==> src/rtl/dds_multi_gen.sv <==
// dds_multi_gen: N_CH-channel DDS (sine/square/triangle/saw) with phase offset, amplitude scaling and DAC strobe
module dds_multi_gen #(
  parameter int N_CH   = 2,
  parameter int CH_W   = 1,
  parameter int ACC_W  = 32,
  parameter int OUT_W  = 8,
  parameter int LUT_AW = 8
) (
  input  logic                     CLOCK,
  input  logic                     RESET,
  input  logic                     cfg_wr,
  input  logic [CH_W-1:0]          cfg_ch,
  input  logic [2:0]               cfg_sel,
  input  logic [ACC_W-1:0]         cfg_data,
  input  logic                     sample_tick,
  output logic [N_CH*LUT_AW-1:0]   rom_addr,
  input  logic [N_CH*OUT_W-1:0]    rom_data,
  output logic [N_CH*OUT_W-1:0]    dac_data,
  output logic                     dac_valid,
  output logic                     dac_wr_n,
  output logic                     dac_cs_n
);
  localparam logic [OUT_W-1:0] MID = {1'b1, {(OUT_W-1){1'b0}}};
  logic v1_q, v2_q, v3_q, valid_q, strb_n_q;
  always_ff @(posedge CLOCK or negedge RESET)
    if (!RESET) begin
      {v1_q, v2_q, v3_q, valid_q} <= '0;
      strb_n_q <= 1'b1;
    end else begin
      v1_q <= sample_tick;
      v2_q <= v1_q;
      v3_q <= v2_q;
      valid_q <= v3_q;
      strb_n_q <= !valid_q;
    end
  assign dac_valid = valid_q;
  assign dac_wr_n = strb_n_q;
  assign dac_cs_n = strb_n_q;
  for (genvar i = 0; i < N_CH; i++) begin : g_ch
    logic [ACC_W-1:0] ftw_q, poff_q, acc_q, acc_d, phase;
    logic [2:0] mode_q;
    logic [OUT_W-1:0] amp_q, duty_q, p1_q, p2_q, dac_q, rd, tri_w, wave_d;
    logic [OUT_W:0] amp_p1;
    logic [LUT_AW-1:0] addr_q;
    logic [2*OUT_W:0] prod;
    logic wr, unused_bits;
    assign wr = cfg_wr && cfg_ch == CH_W'(i);
    assign phase = acc_q + poff_q;
    assign rd = rom_data[i*OUT_W +: OUT_W];
    // Falling half of the triangle is the rising ramp inverted
    assign tri_w = {p2_q[OUT_W-2:0], 1'b0} ^ {OUT_W{p2_q[OUT_W-1]}};
    assign amp_p1 = {1'b0, amp_q} + (OUT_W+1)'(1);
    assign prod = {{(OUT_W+1){1'b0}}, wave_d} * {{OUT_W{1'b0}}, amp_p1};
    assign unused_bits = ^{phase, prod[2*OUT_W], prod[OUT_W-1:0]};
    always_comb begin
      acc_d = wr && cfg_sel == 3'd5 ? '0 : sample_tick && mode_q[2] ? acc_q + ftw_q : acc_q;
      wave_d = mode_q[1:0] == 2'd0 ? rd :
               mode_q[1:0] == 2'd1 ? {OUT_W{p2_q < duty_q}} :
               mode_q[1:0] == 2'd2 ? tri_w : p2_q;
    end
    always_ff @(posedge CLOCK or negedge RESET)
      if (!RESET) begin
        ftw_q <= '0;
        poff_q <= '0;
        mode_q <= '0;
        amp_q <= '1;
        duty_q <= MID;
        acc_q <= '0;
        p1_q <= '0;
        p2_q <= '0;
        addr_q <= '0;
        dac_q <= MID;
      end else begin
        acc_q <= acc_d;
        if (wr && cfg_sel == 3'd0) ftw_q <= cfg_data;
        if (wr && cfg_sel == 3'd1) poff_q <= cfg_data;
        if (wr && cfg_sel == 3'd2) mode_q <= cfg_data[2:0];
        if (wr && cfg_sel == 3'd3) amp_q <= cfg_data[OUT_W-1:0];
        if (wr && cfg_sel == 3'd4) duty_q <= cfg_data[OUT_W-1:0];
        if (v1_q) begin
          p1_q <= phase[ACC_W-1 -: OUT_W];
          addr_q <= phase[ACC_W-1 -: LUT_AW];
        end
        if (v2_q) p2_q <= p1_q;
        if (v3_q) dac_q <= mode_q[2] ? prod[2*OUT_W-1:OUT_W] : MID;
      end
    assign rom_addr[i*LUT_AW +: LUT_AW] = addr_q;
    assign dac_data[i*OUT_W +: OUT_W] = dac_q;
  end
endmodule

==> config.mk <==
export PLATFORM = sky130hd
export DESIGN_NAME = dds_multi_gen
export DESIGN_NICKNAME = d
export VERILOG_FILES = /design/src/rtl/dds_multi_gen.sv
export SDC_FILE = /design/constraint.sdc
export NUM_CORES = 1
export LEC_CHECK = 0
export BUFFER_PORTS_ARGS = -buffer_cell sky130_fd_sc_hd__buf_2
export CAP_MARGIN = 20
export CELL_PAD_IN_SITES_DETAIL_PLACEMENT = 0
export CELL_PAD_IN_SITES_GLOBAL_PLACEMENT = 1
export CORE_MARGIN = 8
export CORE_UTILIZATION = 50
export CTS_CLUSTER_DIAMETER = 200
export DETAILED_ROUTE_END_ITERATION = 12
export GPL_TIMING_DRIVEN = 1
export PLACE_DENSITY_LB_ADDON = 0.1
export SKIP_LAST_GASP = 1
export SLEW_MARGIN = 20
export SYNTH_ARGS = -nofsm -noshare
export SYNTH_HDL_FRONTEND = slang
export SYNTH_SLANG_ARGS = --single-unit
==> constraint.sdc <==
create_clock -name CLOCK -period 18.9 [get_ports CLOCK]
set_input_delay 0.945 -clock CLOCK [delete_from_list [all_inputs] [get_ports CLOCK]]
set_output_delay 0.945 -clock CLOCK [all_outputs]
set_load 0.05 [all_outputs]
### Word-level counts from Yosys, hierarchy flattened

Index checks and enable logic that the tools add are counted.

| word-level totals | value |
|---|---|
| flip-flop bits (word level) | 283 |
| bits in latches | 0 |
| RAM bits | 0 |
| memory bits (read-only) | 0 |
| bits of input ports | 56 |
| output and inout bits | 35 |
| word-level logic and storage cells | 79 |
| memories | 0 |

| cells by class | value |
|---|---|
| $add $sub $neg | 6 |
| $mul | 2 |
| divide/modulo/power cells | 0 |
| magnitude comparators | 2 |
| equal/unequal tests | 9 |
| shift operators | 0 |
| multiplexer cells | 12 |
| bitwise operators | 3 |
| reduce and logical (&&, ||, !) cells | 22 |

Operator list:

| cell | count |
|---|---|
| 32-bit adder | 4 |
| 32-bit 2-to-1 mux | 4 |
| 8-bit 2-to-1 mux | 8 |
| 8-bit by 9-bit multiplier with 16-bit output | 2 |
| 8-bit by 1-bit adder with 9-bit output (second input constant) | 2 |
| 1-bit logical AND | 16 |
| 8-bit less-than comparator | 2 |
| 8-bit bitwise XOR | 2 |
| 3-bit by 2-bit == test with 1-bit output (second input constant) | 2 |
| 3-bit == test (second input constant) | 2 |
| 2-bit by 1-bit == test with 1-bit output (second input constant) | 2 |
| 2-bit == test (second input constant) | 2 |
| 2-bit zero test | 2 |
| 2-bit nonzero test | 2 |
| 3-bit by 1-bit == test with 1-bit output (second input constant) | 1 |
| 3-bit zero test | 1 |
| 1-bit zero test | 1 |
| 1-bit inverter | 1 |

### Longest topological paths before layout

| depth | value |
|---|---|
| word-level depth | 6 |
| mapped depth | 29 |
| mapped depth without buffers | 28 |

### Least setup slack after synthesis

Ideal clock, no wire load.

| path | value |
|---|---|
| path type | reg-to-reg |
| start point | register g_ch[0].duty_q[7] |
| end point | register g_ch[0].dac_q[7] |
| setup time | 0.080 ns |
| arrival time | 6.077 ns |
| data required time | 18.820 ns |
| setup slack | 12.744 ns |
| stages on the path, launching flop included | 26 |
| path buffers | 1 |
| period minus slack after synthesis | 6.156 ns |
| cell sequence | dfstp_2 > inv_1 > ha_1 > and4_1 > a22o_1 > a31o_1 > buf_2 > nor3_1 > a21oi_1 > or2_2 > fa_1 > fa_1 > inv_1 > fa_1 > inv_1 > fa_1 > inv_1 > ha_1 > nand4b_1 > nor3_1 > nand3_1 > o221a_2 > o31ai_1 > a21oi_1 > xnor2_1 > o22a_1 |

| between the ends | value |
|---|---|
| cells in the longest elaborated chain, start to end | 5 |

RTL lines:

| element | line | text |
|---|---|---|
| from (decl) | 42 | `logic [OUT_W-1:0] amp_q, duty_q, p1_q, p2_q, dac_q, rd, tri_w, wave_d;` |
| from (signal assigned) | 79 | `if (wr && cfg_sel == 3'd4) duty_q <= cfg_data[OUT_W-1:0];` |
| 8-bit less-than comparator | 58 | `mode_q[1:0] == 2'd1 ? {OUT_W{p2_q < duty_q}} :` |
| 8-bit 2-to-1 mux | 58 |  |
| 8-bit 2-to-1 mux | 57 | `wave_d = mode_q[1:0] == 2'd0 ? rd :` |
| 8-bit by 9-bit multiplier with 16-bit output | 53 | `assign prod = {{(OUT_W+1){1'b0}}, wave_d} * {{OUT_W{1'b0}}, amp_p1};` |
| 8-bit 2-to-1 mux | 85 | `if (v3_q) dac_q <= mode_q[2] ? prod[2*OUT_W-1:OUT_W] : MID;` |
| to (signal assigned) | 85 |  |
| to (decl) | 42 |  |

No other way between the ends.
A chain may end at the register's enable or synchronous reset.

### Final worst setup path

| path | value |
|---|---|
| start point | register g_ch[0].p2_q[7] |
| end point | register g_ch[0].dac_q[7] |

| between the ends | value |
|---|---|
| cells in the longest elaborated chain, start to end | 6 |
| elaborated cells between the ends (all ways) | 7 |
| classes of those cells | 1 x mul; 1 x order compare; 4 x mux; 1 x bitwise |

RTL lines:

| element | line | text |
|---|---|---|
| from (decl) | 42 |  |
| from (signal assigned) | 84 | `if (v2_q) p2_q <= p1_q;` |
| branches (longest 2 deep; another with 8-bit less-than comparator) | n/a |  |
| 8-bit 2-to-1 mux * | 58 |  |
| 8-bit 2-to-1 mux * | 57 |  |
| 8-bit by 9-bit multiplier with 16-bit output * | 53 |  |
| 8-bit 2-to-1 mux * | 85 |  |

Every way passes the cells marked *.

==> results.py <==
metrics = {
    "yosys": {
        "yosysWarnings": 0,
        "synth.distinct_cells": 71,
        "synth_area_sq_um": 20300,
        "synthCells": 2033,
        "yosys.area.top_type_share": 0.323,
        "syn_nets": 2373,
        "synth_edf_count": 0,
        "ys.flop_type": "dfrtp_1",
        "syn_avg_cell_area_sq_um": 9.98,
        "yosys-top-cells-area": "dfrtp_1 32%, ha_1 12%, mux2_2 10%, fa_1 8.1%, a21oi_1 3.6%",
        "ys_seq_area_frac": 0.350,
        "synthArstFlopShare": 1.00,
        "ys_ff_latch": 283,
        "synth_top_cell_by_area": "dfrtp_1",
    },
    "status": {
        "status": "finished clean",
    },
    "die": {
        "io_pins": 91,
        "rows": 73,
        "initial_core_util": 0.508,
        "die_x_microns": 217,
        "die_area_sq_um": 47300,
        "die_h_microns": 217,
        "coreArea_sq_um": 39900,
    },
    "pwr": {
        "p_per_area_nw_per_um2": 204,
        "power_mw": 4.58,
        "ir_drop_v": 0.000135,
        "p_leak_nw": 10.8,
    },
    "global_routing": {
        "grt_max_degree": 100,
        "grt_pass1_wl_microns": 80200,
        "antenna_found_initial": 0,
        "grt_usage": 0.209,
        "grt_pass1_vias": 15100,
        "grt_overflow": 0,
    },
    "route": {
        "wirelength_microns": 48500,
        "viasPerCell": 5.52,
        "vias": 14700,
        "drc": 0,
        "drt_iter0_markers": 574,
        "wl_per_cell_microns": 18.3,
        "ant_nets": 0,
        "drt-pass1-iter-count": 5,
    },
    "worst_setup_path": {
        "critPathLaunchType": "flip-flop",
        "required_ns": 19.36,
        "critPathArrivalTime_ns": 7.19,
        "critPathCaptureType": "flip-flop",
        "critPathKind": "reg2reg",
        "critical_path.max_fanout": 10,
    },
    "layout": {
        "final_cell_mix": "262 x dfrtp_1, 202 x ha_1, 188 x mux2_2",
        "nNetsFinal": 2446,
        "seq_area_sq_um": 7110,
        "area_growth_pct": 10.8,
        "final_area_sq_um": 22500,
        "drive_gt1_frac": 0.186,
        "final_cells": 2658,
        "fillCellCount": 3540,
        "multi_input_area_sq_um": 12400,
        "mostFrequentLayoutCell": "dfrtp_1",
    },
    "placed_design": {
        "place_area_sq_um": 21200,
        "pre_cts_ws_ns": 12.17,
        "finalWeightedCongestion": 0.894,
        "numPortBuffers": 90,
        "placed_cells": 2594,
        "hpwl_microns": 36100,
    },
    "timing": {
        "fin_setup_tns_ns": 0,
        "worst_pin_slew_ns": 0.925,
        "drv_slew": 0,
        "setup_viol": 0,
        "min_period_over_period": 0.356,
        "min_period_ns": 6.73,
        "max_slew_margin": 0.383,
        "finClkSkew_ns": 0.0146,
        "fin_ws_ns": 12.17,
        "rsz0062_at_grt": "no",
        "finalHoldViolations": 0,
        "max_freq_mhz": 148,
    },
    "clock_network": {
        "cts_htree_levels": 2,
        "postCtsSetupBuffers": 0,
        "cts-resized-gates": 0,
        "cts_buffers": 35,
        "clkLatencyLatePin_ns": 0.54,
        "cts_root_buf": "clkbuf_16",
        "clk_pin_slew_ns": 0.06,
        "ctsHoldBuffers": 0,
        "cts_tree": "yes",
        "clock-sinks": 283,
        "clk_path_buf_depth": 3,
    },
    "run": {
        "cap_violations": 0,
    },
    "worst_hold_path": {
        "hold_class": "reg2reg",
    },
}
[metal layers]
metal / share of wire / wire [microns] / vias to the layer above / track usage
met1: 0.47 / 22600 / 7173 / 0.275
met5: 0 / 0 / - / 0
met2: 0.47 / 23000 / 210 / 0.351
met3: 0.031 / 1500 / 79 / 0.0273
li1: - / - / 7202 / -
met4: 0.029 / 1420 / 0 / 0.0703
[logic make-up (layout without fill, tap and decap cells)]
| kind of cell | Yosys count | count (layout) | share of synthesized area |
|---|---|---|---|
| buffers and inverters | 220 | 318 | 0.0410 |
| xor gates and xnor gates | 114 | 114 | 0.0492 |
| other | 0 | 2 | 0 |
| DFF | 283 | 283 | 0.350 |
| AOI/OAI and AO/OA | 393 | 393 | 0.123 |
| adders and majority gates | 284 | 284 | 0.206 |
| muxes | 194 | 194 | 0.107 |
| and+or+nand+nor | 545 | 545 | 0.124 |
[state kept, by name, summed over array words and instances, names as in the netlist]
name,count
g_ch.mode_q,6
g_ch.ftw_q,64
v3_q,1
g_ch.amp_q,16
v2_q,1
g_ch.p2_q,16
g_ch.dac_q,16
v1_q,1
dac_cs_n,1
g_ch.duty_q,16
dac_valid,1
g_ch.poff_q,64
g_ch.acc_q,64
g_ch.p1_q,16
[metrics by stage]
stage | util | hold WS [ns]
2_1_floorplan | - | 0.352
3_3_place_gp | 0.532 | 0.363
3_5_place_dp | 0.532 | 0.377
4_1_cts | 0.563 | 0.397
5_1_grt | 0.563 | 0.405
6_report | 0.563 | 0.387
[critical path: stages (launching register included)]
cell and delay [ns]:
dfrtp_1 0.62, ha_1 0.33, and4_1 0.20, a22o_1 0.23, a31o_1 0.30, nor3_1 0.21, a21oi_1 0.17, or2_2 0.40
fa_1 0.53, fa_1 0.55, inv_1 0.06, fa_1 0.52, inv_1 0.05, fa_1 0.53, inv_1 0.04, ha_1 0.28
nand4b_1 0.10, nor3_1 0.31, nand3_1 0.13, o221a_2 0.28, o31ai_1 0.39, a21oi_1 0.14, xnor2_1 0.14, o22a_1 0.15
[report_power, final]
part | internal (mW) | switching (mW) | total, mW | leakage, nW
clock network | 0.436 | 0.267 | 0.702 | 0.578
logic | 1.26 | 1.63 | 2.89 | 6.75
registers | 0.808 | 0.179 | 0.987 | 3.45
total | 2.50 | 2.07 | 4.58 | 10.8
[final timing paths]
check | start | to | slack, ns | depth (start not counted)
worst min-delay path | dac_valid | dac_cs_n | 0.39 | 1
min in group asynchronous | RESET | g_ch[0].dac_q[0] | 0.41 | 1
worst max-delay path | g_ch[0].p2_q[7] | g_ch[0].dac_q[7] | 12.17 | 23
worst min register to register | dac_valid | dac_cs_n | 0.39 | 1
max in group asynchronous | RESET | g_ch[0].ftw_q[0] | 16.32 | 3
worst max register to register | g_ch[0].p2_q[7] | g_ch[0].dac_q[7] | 12.17 | 23
[area by class of cell]
type,instances,area share
antenna,2,0.000223
tap,525,0.0292
sequential,283,0.316
multi-input combinational,1530,0.550
clock buffer,48,0.0439
clock inverter,14,0.00997
timing repair buffer,103,0.0248
inverter,153,0.0256
[cell usage after synthesis, types with 9 or more instances]
library cell / instances
clkbuf_1: 45
mux2_2: 188
nor2_1: 173
o21ai_0: 64
o22ai_1: 9
fa_1: 82
nand2_1: 173
and2_1: 11
inv_1: 153
xnor2_1: 79
o211ai_1: 9
nand3_1: 38
a21o_1: 46
nor2b_1: 16
nand2b_1: 38
or2_2: 21
ha_1: 202
nor3_1: 24
dfrtp_1: 262
o21a_1: 9
dfstp_2: 21
a211oi_1: 14
o31ai_1: 12
or3_1: 10
buf_1: 19
o21ai_1: 13
xor2_1: 35
a31oi_1: 9
a21oi_1: 144
Note: power is estimated with default switching activity, not from simulation.
